$ cat config.mk
export PLATFORM = sky130hd
export DESIGN_NAME = reg_write_arbiter
export DESIGN_NICKNAME = d
export VERILOG_FILES = /design/src/rtl/reg_write_arbiter.sv
export SDC_FILE = /design/constraint.sdc
export NUM_CORES = 1
export LEC_CHECK = 0
export ABC_AREA = 1
export CORE_UTILIZATION = 38
export CTS_BUF_LIST = sky130_fd_sc_hd__clkbuf_2 sky130_fd_sc_hd__clkbuf_4 sky130_fd_sc_hd__clkbuf_8
export CTS_CLUSTER_SIZE = 16
export DETAILED_ROUTE_END_ITERATION = 10
export PLACE_DENSITY = 0.79
export SETUP_SLACK_MARGIN = 0.05
export SYNTH_ARGS = -nofsm -noshare
export SYNTH_HDL_FRONTEND = slang
export SYNTH_SLANG_ARGS = --single-unit
$ cat constraint.sdc
create_clock -name clk -period 2.3 [get_ports clk]
set_clock_uncertainty 0.05 [all_clocks]
set_input_delay 0.23 -clock clk [delete_from_list [all_inputs] [get_ports clk]]
set_output_delay 0.23 -clock clk [all_outputs]
set_load 0.1 [all_outputs]
$ cat src/rtl/reg_write_arbiter.sv
// rtl/reg_write_arbiter.sv - round-robin write-port arbiter with locked bursts and clear-all sweep
//
// Purpose: shares the single write port of the register file among NREQ requesters.
// Arbitration is round-robin. A requester that presents last=0 locks the port until
// its last=1 beat is accepted. A separate sweep clears every register, one per cycle.
//
// Ports:
//   clk, clr_n     clock (rising edge), asynchronous active-low reset
//   req            per-requester write request (level)
//   waddr, wdata   per-requester address / data, packed at [i*AW +: AW] / [i*DW +: DW]
//   last           per-requester final-beat flag (0 keeps the port locked)
//   clear_all_req  request a clear sweep of the whole register file (level)
//   gnt            combinational one-hot beat accept
//   reg_en         registered one-hot register load enable
//   reg_clr        registered one-hot register clear
//   bus_d          registered write data
//   busy           registered, high while not idle
//   clear_done     registered one-cycle pulse at the end of a sweep
module reg_write_arbiter #(
  parameter int NREQ    = 4,
  parameter int NREG    = 16,
  parameter int AW      = 4,
  parameter int DW      = 32,
  parameter int ZERO_RO = 1
) (
  input  logic             clk,
  input  logic             clr_n,
  input  logic [NREQ-1:0]    req,
  input  logic [NREQ*AW-1:0] waddr,
  input  logic [NREQ*DW-1:0] wdata,
  input  logic [NREQ-1:0]    last,
  input  logic             clear_all_req,
  output logic [NREQ-1:0]    gnt,
  output logic [NREG-1:0]    reg_en,
  output logic [NREG-1:0]    reg_clr,
  output logic [DW-1:0]      bus_d,
  output logic             busy,
  output logic             clear_done
);

  localparam int PW = (NREQ > 1) ? $clog2(NREQ) : 1;

  typedef enum logic [1:0] {
    IDLE  = 2'd0,
    BURST = 2'd1,
    CLEAR = 2'd2
  } state_t;

  state_t          state, state_nxt;
  logic [PW-1:0]   ptr, ptr_nxt;
  logic [PW-1:0]   owner, owner_nxt;
  logic [PW-1:0]   win;
  logic [PW-1:0]   sel;
  logic            any_req;
  logic [AW-1:0]   sweep, sweep_nxt;
  logic [NREQ-1:0] gnt_int;
  logic            beat;
  logic [AW-1:0]   sel_addr;
  logic [DW-1:0]   sel_data;

  function automatic logic [PW-1:0] next_idx(input logic [PW-1:0] p);
    return (p == PW'(NREQ - 1)) ? '0 : p + 1'b1;
  endfunction

  // Round-robin pick: walk offsets from the highest down so the requester closest
  // to (at or after) the pointer is the last one written and therefore wins.
  always_comb begin
    int j;
    win     = '0;
    any_req = 1'b0;
    j       = 0;
    for (int i = NREQ - 1; i >= 0; i--) begin
      j = int'(ptr) + i;
      if (j >= NREQ) j = j - NREQ;
      if (req[j]) begin
        win     = PW'(j);
        any_req = 1'b1;
      end
    end
  end

  always_comb begin
    state_nxt = state;
    ptr_nxt   = ptr;
    owner_nxt = owner;
    sweep_nxt = sweep;
    gnt_int   = '0;
    sel       = win;
    case (state)
      IDLE: begin
        if (clear_all_req) begin
          state_nxt = CLEAR;
          sweep_nxt = '0;
        end else if (any_req) begin
          gnt_int[win] = 1'b1;
          if (last[win]) begin
            ptr_nxt = next_idx(win);
          end else begin
            state_nxt = BURST;
            owner_nxt = win;
          end
        end
      end
      BURST: begin
        // Port is locked to the owner; a dropped req simply stalls the burst.
        sel = owner;
        if (req[owner]) begin
          gnt_int[owner] = 1'b1;
          if (last[owner]) begin
            state_nxt = IDLE;
            ptr_nxt   = next_idx(owner);
          end
        end
      end
      CLEAR: begin
        if (sweep == AW'(NREG - 1)) begin
          state_nxt = IDLE;
        end else begin
          sweep_nxt = sweep + 1'b1;
        end
      end
      default: state_nxt = IDLE;
    endcase
  end

  assign gnt      = clr_n ? gnt_int : '0;
  assign beat     = |gnt_int;
  assign sel_addr = waddr[sel*AW +: AW];
  assign sel_data = wdata[sel*DW +: DW];

  always_ff @(posedge clk or negedge clr_n) begin
    if (!clr_n) begin
      state      <= IDLE;
      ptr        <= '0;
      owner      <= '0;
      sweep      <= '0;
      reg_en     <= '0;
      reg_clr    <= '0;
      bus_d      <= '0;
      busy       <= 1'b0;
      clear_done <= 1'b0;
    end else begin
      state <= state_nxt;
      ptr   <= ptr_nxt;
      owner <= owner_nxt;
      sweep <= sweep_nxt;
      busy  <= (state_nxt != IDLE);

      // Register 0 is hard-wired when ZERO_RO is set: the beat is still accepted
      // so the requester makes progress, but no load enable is raised.
      if (beat && !((ZERO_RO != 0) && (sel_addr == '0))) begin
        reg_en <= NREG'(1) << sel_addr;
      end else begin
        reg_en <= '0;
      end
      if (beat) begin
        bus_d <= sel_data;
      end

      // reg_clr is presented one cycle ahead in register form, so it shows
      // index k during the cycle the sweep counter holds k.
      if (state_nxt == CLEAR) begin
        reg_clr <= NREG'(1) << sweep_nxt;
      end else begin
        reg_clr <= '0;
      end
      clear_done <= (state == CLEAR) && (state_nxt == IDLE);
    end
  end

endmodule

==> results of run 1 <==
[cell type report]
class,instances,area (um2),area share
Clock buffer,10,137.6,0.01622
Clock inverter,6,70.07,0.008256
Inverter,68,272.8,0.03214
Multi-Input combinational cell,489,2818,0.3320
Sequential cell,76,1903,0.2242
Tap cell,143,178.9,0.02108
Timing Repair Buffer,305,3107,0.3661
[worst max-delay path: cells and delay by family, from the launching register on]
family,cells,cell delay (ns)
buf+inv,5,0.65
simple gates,12,1.19
compound gates,1,0.19
flops,1,0.44
[logic make-up (layout without fill, tap and decap cells)]
kind of cell,after synthesis,after routing,synth area share
simple gates,299,301,0.2698
xor+xnor,1,1,0.001908
fa+ha+maj,6,6,0.01635
flops,76,76,0.4143
compound gates,180,180,0.1981
other cells,1,1,0.0008169
buf+inv,102,389,0.09866
[synth_stat cells (2+ instances only)]
| cell | number |
|---|---|
| nand2_1 | 188 |
| o21ai_0 | 91 |
| dfrtp_1 | 76 |
| a21oi_1 | 66 |
| inv_1 | 63 |
| nor2_1 | 57 |
| nand3_1 | 37 |
| o21ai_1 | 18 |
| clkbuf_1 | 15 |
| buf_2 | 8 |
| buf_6 | 6 |
| ha_1 | 6 |
| nand2_2 | 6 |
| inv_2 | 5 |
| buf_4 | 4 |
| o22ai_1 | 4 |
| nand3_2 | 2 |
| nor3_1 | 2 |
| or2_2 | 2 |
[sequential cells by signal (all words and copies together) (netlist names), 2 cells and up]
name	cells
owner	2
state	2
ptr	2
reg_en	16
bus_d	32
reg_clr	16
sweep	4
[repair_timing]
| item | 4_1_cts | 5_1_grt |
|---|---|---|
| setup endpoints to repair | 58 | 64 |
| gates resized for setup | 39 | 165 |
| hold endpoints to repair | 0 | 0 |
| gates cloned | 2 | 10 |
| setup buffers | 17 | 11 |
| pin swaps | 23 | 42 |
[worst paths after layout]
path	depth (start not counted)	from	endpoint	slack, ns
max in group asynchronous	2	clr_n	ptr[0]$_DFFE_PN0P_	1.42
worst min register to register	2	bus_d[16]$_DFFE_PN0P_	bus_d[16]$_DFFE_PN0P_	0.43
worst min-delay path	2	clr_n	reg_en[0]$_DFF_PN0_	0.1
worst max register to register	18	ptr[0]$_DFFE_PN0P_	reg_en[6]$_DFF_PN0_	-0.30
min in group clk	2	bus_d[16]$_DFFE_PN0P_	bus_d[16]$_DFFE_PN0P_	0.43
worst max-delay path	18	ptr[0]$_DFFE_PN0P_	reg_en[6]$_DFF_PN0_	-0.30
[metrics by stage]
step	worst slack (ns)	std cells	utilization	hold WS [ns]	setup TNS, ns
global route	-0.4036	1097	0.7308	0.1836	-16.22
finish	-0.2950	1097	0.7308	0.09973	-9.980
global placement	-0.2146	1041	0.6174	0.4129	-9.674
floorplan	0.05409	665	-	-0.1156	0
CTS	-0.2640	1076	0.6658	0.1231	-8.013
detailed placement	-0.3193	1041	0.6174	0.4174	-12.66
[metal layers]
| layer | routed length, um | track usage | vias up |
|---|---|---|---|
| met5 | 0 | 0 | - |
| met4 | 463 | 0.09369 | 0 |
| met3 | 1295 | 0.05716 | 38 |
| met2 | 9149 | 0.4493 | 243 |
| met1 | 7103 | 0.3049 | 2654 |
| li1 | - | - | 2725 |
==> metrics, run 1 <==
most common library cell in the layout ignoring fill and taps=nand2_1; final RePlAce weighted congestion=0.9182; unrepaired setup endpoints after global routing=true; row cnt=39; die extent in x=111.9 um; final-report setup violation count=55; cell area after technology mapping=4591 um2; # IOs=225; final period utilization=1.128; number of antenna-violating nets in the routed design=0; Routed WL per cell=16.42 um; CP max stage cell=dfrtp_2; clock tree from TritonCTS=built; Detailed Route WL=18010 um; die footprint=12520 um2; minimum setup slack in the final design=-0.2950 ns; Final nets=1110; sequential-to-total area share from yosys stat=0.4143; Yosys cell types=28; vias after detailed routing=5660; highest cell delay on the worst timing path=0.44 ns; layout cell share with drive strength beyond 1=0.3082; number of DRC violations after detailed-routing iteration 0=349; Clock Path Buffers=2; cell-by-cell trace of the critical path=buf_12 > buf_6 > o21ai_4 > nand2_2 > nand3_4 > nand2_2 > nand2_4 > buf_4 > nand3_4 > buf_6 > buf_12 > nand3_1 > nand2_1 > nand2_1 > nand2_2 > nor2_4 > nand2_2 > nor2_2; half-perimeter wire length after placement=11630 um; #FFs+latches synth=76; initial core utilization=0.3953; overall routing resource usage=0.2556; final global-route overflow total=0; maximum clock frequency=385.4 MHz; synth warn=0; antenna diode instance count=0; area delta synth->final=84.87%; wire length of the first global-routing pass=25430 um; via count of the first global-routing pass=5215; FFs w/ async S/R, synth=1.000; post-route minimum period=2.595 ns; measured slew at the worst slew-check pin=0.9732 ns; post-place instance area=7171 um2; path category of the worst min-delay check=input port to asynchronous set/reset pin; clock slew at reported path FFs=0.09 ns; total clock buffers created by CTS=9; total of fill cells in the finished design=849; Critical Path End Type=flip-flop; EDFF count, synth=0; maximum number of pins on one net before global-route repair=77; outcome=finished, violations left; final-report max-slew violation count=0; Syn Nets=826; Post-CTS Hold Fix Bufs=0; share of the synthesized area in the top cell type=0.4143; total number of H-tree levels=3; Max-slew headroom=0.3512; Final Hold Vio Count=0; count of clock tree sinks=76; via-per-instance ratio=5.160; dominant cells by area after synthesis=dfrtp_1 41%, nand2_1 15%, o21ai_0 9.9%; CP most frequent cell=nand2_2; CP Data Arrival Time=2.82 ns; crit path launch type=flip-flop; total of buffers placed on input and output ports=224; clock latency reported for the late side of the worst-skew pair=0.34 ns; number of antenna violations at the first check in global routing=0; count of maximum capacitance violations=0; area of the core=11610 um2; dominant synthesized flop cell=dfrtp_1; Die Span Y=111.9 um; DRC viols=15; area of all placed cells without fillers=8487 um2; biggest area consumer among synthesized cells=dfrtp_1; peak fanout along the critical path=7; Root Buffer Master=clkbuf_8; Syn Inst Count=665; Critical Setup Path Class=flip-flop to flip-flop; failing checks=DRC, setup timing; syn_area_per_cell=6.903 um2; total iterations of the first detailed-routing run=7; CP required=2.53 ns; most frequent cells in the layout=161 x nand2_1, 153 x clkdlybuf4s50_1, 106 x buf_4, 75 x dfrtp_1
Power of run 1 is left out: the tool's default activity adds up to more than one toggle a clock period on the data nets, which glitch-free logic cannot reach.
==> run 2, diff against run 1 <==
MAX_ROUTING_LAYER = met4   (was default)
==> run 2 against run 1 <==
Compared with the run above:
- the flow still finishes with violations (DRC, setup timing)
- sequential cell count stayed put
- final cell count is 1.1% lower
- critical path type unchanged
- worst hold slack better by 0.0039 ns
- via count is 1.7% lower
- sequential share of layout area is 0.47 points higher
- core utilization is 1.5 points lower
- critical path depth is 1 lower
- die area stayed put
- critical endpoint unchanged
- non-clock buffer count is 11 lower
- register-to-register slack hardly changed
- first-iteration DRC count is 21% lower
==> metrics, run 2 (synthesized netlist as in run 1, its figures left out) <==
wire length of the first global-routing pass=25450 um (about the same); # IOs=225 (unchanged); area delta synth->final=81.08%; path category of the worst min-delay check=input port to asynchronous set/reset pin; number of DRC violations after detailed-routing iteration 0=277 (-21%); Final nets=1098 (-1.1%); final RePlAce weighted congestion=0.9343 (+1.8%); number of antenna violations at the first check in global routing=0 (unchanged); Max-slew headroom=0.3629 (+0.01168); most frequent cells in the layout=160 x nand2_1, 153 x clkdlybuf4s50_1, 104 x buf_4, 75 x dfrtp_1, 61 x o21ai_1; CP required=2.53 ns (about the same); count of clock tree sinks=76 (unchanged); Critical Setup Path Class=flip-flop to flip-flop; Final Hold Vio Count=0 (unchanged); overall routing resource usage=0.2638 (+0.008157); DRC viols=15 (unchanged); half-perimeter wire length after placement=11630 um (unchanged); via-per-instance ratio=5.125 (-0.66%); hold slack=0.1036 ns (+0.003912 ns); buffers and inverters on the worst path=4 (-1); final-report max-slew violation count=0 (unchanged); minimum setup slack in the final design=-0.2902 ns (+0.004883 ns); number of antenna-violating nets in the routed design=0 (unchanged); clock tree from TritonCTS=built; max reg flops=32 (unchanged); largest register by flop count=bus_d; layout cell share with drive strength beyond 1=0.3036 (-0.004567); unrepaired setup endpoints after global routing=true; via count of the first global-routing pass=5214 (-0.019%); final period utilization=1.126 (-0.002123); Root Buffer Master=clkbuf_8; post-route minimum period=2.590 ns (-0.004883 ns); outcome=finished, violations left; delay-heaviest family, CP=simple AND/OR/NAND/NOR gates; total of buffers placed on input and output ports=224 (unchanged); CP max stage cell=dfrtp_2; total iterations of the first detailed-routing run=8 (+1); cell-by-cell trace of the critical path=buf_12 > buf_6 > o21ai_4 > nand2_2 > nand3_4 > nand2_2 > nand2_4 > buf_4 > nand3_4 > buf_12 > nand3_1 > nand2_1 > nand2_1 > nand2_2 > nor2_4 > nand2_2 > nor2_2; Die Span Y=111.9 um (unchanged); die extent in x=111.9 um (unchanged); total of fill cells in the finished design=870 (+2.5%); total clock buffers created by CTS=9 (unchanged); highest cell delay on the worst timing path=0.44 ns (about the same); total number of H-tree levels=3 (unchanged); Critical Path End Type=flip-flop; initial core utilization=0.3953 (unchanged); final global-route overflow total=0 (unchanged); registers with the most flip-flops=bus_d x32, reg_clr x16, reg_en x16; area of the core=11610 um2 (unchanged); failing checks=DRC, setup timing; CP most frequent cell=nand2_2; Clock Path Buffers=2 (unchanged); clock latency reported for the late side of the worst-skew pair=0.34 ns (about the same); Detailed Route WL=17270 um (-4.1%); peak fanout along the critical path=7 (unchanged); measured slew at the worst slew-check pin=0.9557 ns (-0.01752 ns); final-report setup violation count=54 (-1.8%); crit path launch type=flip-flop; most common library cell in the layout ignoring fill and taps=nand2_1; Routed WL per cell=15.91 um (-3.1%); die footprint=12520 um2 (unchanged); vias after detailed routing=5561 (-1.7%); maximum number of pins on one net before global-route repair=77 (unchanged); CP Data Arrival Time=2.82 ns (about the same); maximum clock frequency=386.1 MHz (+0.19%); clock slew at reported path FFs=0.09 ns (about the same); row cnt=39 (unchanged); antenna diode instance count=0 (unchanged); count of maximum capacitance violations=0 (unchanged)
==> run 2: cell types whose count changed in the layout (fill, tap and decap cells not counted), sizes merged <==
cell    change
clkbuf      -3
nand2       -1
buf         -8
==> run 2: cell type report <==
| cell class | instances | area, um2 | share of cell area |
|---|---|---|---|
| Clock inverter | 6 | 70.07 | 0.008429 |
| Multi-Input combinational cell | 488 | 2804 | 0.3373 |
| Clock buffer | 10 | 137.6 | 0.01656 |
| Tap cell | 143 | 178.9 | 0.02152 |
| Timing Repair Buffer | 294 | 2949 | 0.3548 |
| Sequential cell | 76 | 1903 | 0.2289 |
| Inverter | 68 | 270.3 | 0.03251 |
==> run 2: repair_timing <==
item / 4_1_cts / 5_1_grt
hold endpoints to repair: 0 / 0
cloned: 2 / 4
gates resized for setup: 39 / 163
buffers inserted: 17 / 5
setup endpoints to repair: 58 / 64
pin swaps: 23 / 38
hold buffers: 0 / 0
==> run 2: routing by layer <==
metal	part of all wire	GRT usage	up-vias
met3	0.063	0.04573	34
li1	-	-	2699
met5	0	-	-
met1	0.40	0.3157	2616
met4	0.026	0.09099	0
met2	0.51	0.4472	212
==> run 2: final timing paths <==
check / from / to / slack, ns / cells after the start
min in group clk: bus_d[16]$_DFFE_PN0P_ / bus_d[16]$_DFFE_PN0P_ / 0.44 / 2
worst max-delay path: ptr[0]$_DFFE_PN0P_ / reg_en[6]$_DFF_PN0_ / -0.29 / 17
worst min register to register: bus_d[16]$_DFFE_PN0P_ / bus_d[16]$_DFFE_PN0P_ / 0.44 / 2
worst max register to register: ptr[0]$_DFFE_PN0P_ / reg_en[6]$_DFF_PN0_ / -0.29 / 17
max in group asynchronous: clr_n / ptr[0]$_DFFE_PN0P_ / 1.44 / 2
worst min-delay path: clr_n / reg_en[0]$_DFF_PN0_ / 0.10 / 2
==> run 2: per-stage QoR <==
| step | cells | utilization | setup WS, ns | setup TNS, ns | instance area [um2] |
|---|---|---|---|---|---|
| 6_report | 1085 | 0.7158 | -0.2902 | -9.189 | 8313 |
| 5_1_grt | 1085 | 0.7158 | -0.3909 | -15.66 | 8313 |
| 4_1_cts | 1076 | 0.6658 | -0.2640 | -8.013 | 7732 |
| 3_5_place_dp | 1041 | 0.6174 | -0.3193 | -12.66 | 7171 |
| 3_3_place_gp | 1041 | 0.6174 | -0.2146 | -9.674 | 7171 |
| 2_1_floorplan | 665 | - | 0.05409 | 0 | 4642 |
Power of run 2 is left out for the same reason.
==> run 3, diff against run 2 <==
CORE_MARGIN = 2   (was default)
==> run 3 against run 2 <==
Compared with the run above:
- the flow finishes with violations (setup timing)
- first-iteration DRC count up 36%
- fmax is 2.8% lower
- non-clock buffer count rose by 11
- worst hold slack got worse by 0.029 ns
==> metrics, run 3 (synthesized netlist as in run 1, its figures left out) <==
outcome=finished, violations left; failing checks=setup timing; half-perimeter wire length after placement=12010 um (+3.3%); layout cell share with drive strength beyond 1=0.3246 (+0.02097); final RePlAce weighted congestion=0.9225 (-1.3%); clock latency reported for the late side of the worst-skew pair=0.38 ns (+0.04 ns); initial core utilization=0.3854 (-0.009882); final period utilization=1.159 (+0.03259); via-per-instance ratio=5.227 (+2.0%); total of fill cells in the finished design=879 (+1.0%); row cnt=40 (+2.6%); final-report setup violation count=54 (unchanged); peak fanout along the critical path=6 (-1); total number of H-tree levels=3 (unchanged); Final nets=1108 (+0.91%); Clock Path Buffers=2 (unchanged); wire length of the first global-routing pass=25850 um (+1.6%); DRC viols=0 (-15); Post-CTS Hold Fix Bufs=0 (unchanged); Detailed Route WL=18890 um (+9.4%); most frequent cells in the layout=153 x clkdlybuf4s50_1, 131 x nand2_1, 114 x buf_4, 74 x o21ai_0, 74 x dfrtp_1; number of DRC violations after detailed-routing iteration 0=377 (+36%); total iterations of the first detailed-routing run=6 (-2); measured slew at the worst slew-check pin=0.9551 ns (-0.0005286 ns); post-route minimum period=2.665 ns (+0.07496 ns); CP Data Arrival Time=2.39 ns (-0.43 ns); Critical Setup Path Class=flip-flop to primary output; area delta synth->final=87.11%; depth of the worst register-to-register path=19 (+2); maximum number of pins on one net before global-route repair=77 (unchanged); vias after detailed routing=5744 (+3.3%); Final Hold Vio Count=0 (unchanged); final global-route overflow total=0 (unchanged); die footprint=12980 um2 (+3.6%); number of antenna violations at the first check in global routing=0 (unchanged); registers with the most flip-flops=bus_d x32, reg_clr x16, reg_en x16; final-report max-slew violation count=0 (unchanged); Die Span Y=113.9 um (+1.8%); path category of the worst min-delay check=input port to asynchronous set/reset pin; Max-slew headroom=0.3632 (about the same); Routed WL per cell=17.19 um (+8.0%); via count of the first global-routing pass=5223 (+0.17%); die extent in x=113.9 um (+1.8%); count of clock tree sinks=76 (unchanged); number of antenna-violating nets in the routed design=0 (unchanged); maximum clock frequency=375.2 MHz (-2.8%); area of the core=11910 um2 (+2.6%); most common library cell in the layout ignoring fill and taps=clkdlybuf4s50_1; CP required=2.02 ns (-0.51 ns); clock tree from TritonCTS=built; Root Buffer Master=clkbuf_8; crit path launch type=flip-flop; overall routing resource usage=0.2616 (-0.002147); clock slew at reported path FFs=0.09 ns (about the same); Total Negative Setup Slacks=-13.60 ns (-4.410 ns); minimum setup slack in the final design=-0.3651 ns (-0.07496 ns); area of all placed cells without fillers=8589 um2 (+3.3%); antenna diode instance count=0 (unchanged); unrepaired setup endpoints after global routing=true; total of buffers placed on input and output ports=224 (unchanged); count of maximum capacitance violations=0 (unchanged); post-place instance area=7261 um2 (+1.3%); max reg flops=32 (unchanged); total clock buffers created by CTS=9 (unchanged); Critical Path End Type=primary output; largest register by flop count=bus_d; # IOs=225 (unchanged)
[run 3: cell type report]
type / count / area [um2] / area share
clock buffer: 10 / 131.4 / 0.01529
clock inverter: 6 / 112.6 / 0.01311
inverter: 68 / 277.8 / 0.03234
multi-input combinational: 487 / 2937 / 0.3419
sequential: 76 / 1904 / 0.2217
tap: 147 / 183.9 / 0.02141
timing repair buffer: 305 / 3043 / 0.3543
[run 3: layer usage]
layer	GRT usage	routed length, um
met1	0.3209	7187
met2	0.4236	9501
met3	0.05154	1431
met4	0.1106	769
met5	-	0
[run 3: what timing repair did]
item | in CTS | in global routing
setup endpoints to repair | 58 | 58
gates resized for setup | 45 | 172
cloned | 4 | 2
setup buffers | 12 | 13
pin swaps | 19 | 53
[run 3: path summary, 6_finish.rpt]
check,startpoint,end,slack [ns]
setup / recovery,ptr[0]$_DFFE_PN0P_,gnt[1],-0.37
hold / removal,clr_n,bus_d[21]$_DFFE_PN0P_,0.07
setup reg to reg,ptr[0]$_DFFE_PN0P_,reg_en[5]$_DFF_PN0_,-0.30
hold reg to reg,bus_d[20]$_DFFE_PN0P_,bus_d[20]$_DFFE_PN0P_,0.43
max in group asynchronous,clr_n,ptr[0]$_DFFE_PN0P_,1.48
min in group clk,bus_d[20]$_DFFE_PN0P_,bus_d[20]$_DFFE_PN0P_,0.43
[run 3: critical path, stage by stage, from the launching register on]
cell     delay (ns)
dfrtp_2        0.47
buf_6          0.18
inv_6          0.05
nand2_4        0.07
nand3_4        0.08
nand2_2        0.10
nand3_4        0.12
nand2_4        0.09
nand2_4        0.07
nand2_4        0.10
buf_6          0.10
nand3_2        0.06
nand2_2        0.07
inv_2          0.04
buf_6          0.11
nor2_4         0.11
buf_12         0.18
[run 3: through the flow]
| step | hold slack (ns) | setup slack [ns] | instances | utilization |
|---|---|---|---|---|
| CTS | 0.1026 | -0.3122 | 1088 | 0.6617 |
| detailed placement | 0.4193 | -0.2646 | 1056 | 0.6096 |
| floorplan | -0.1156 | 0.05409 | 665 | - |
| global placement | 0.4133 | -0.2449 | 1056 | 0.6096 |
| global route | 0.1719 | -0.4648 | 1099 | 0.7211 |
| finish | 0.07447 | -0.3651 | 1099 | 0.7211 |
Power of run 3 is left out for the same reason.
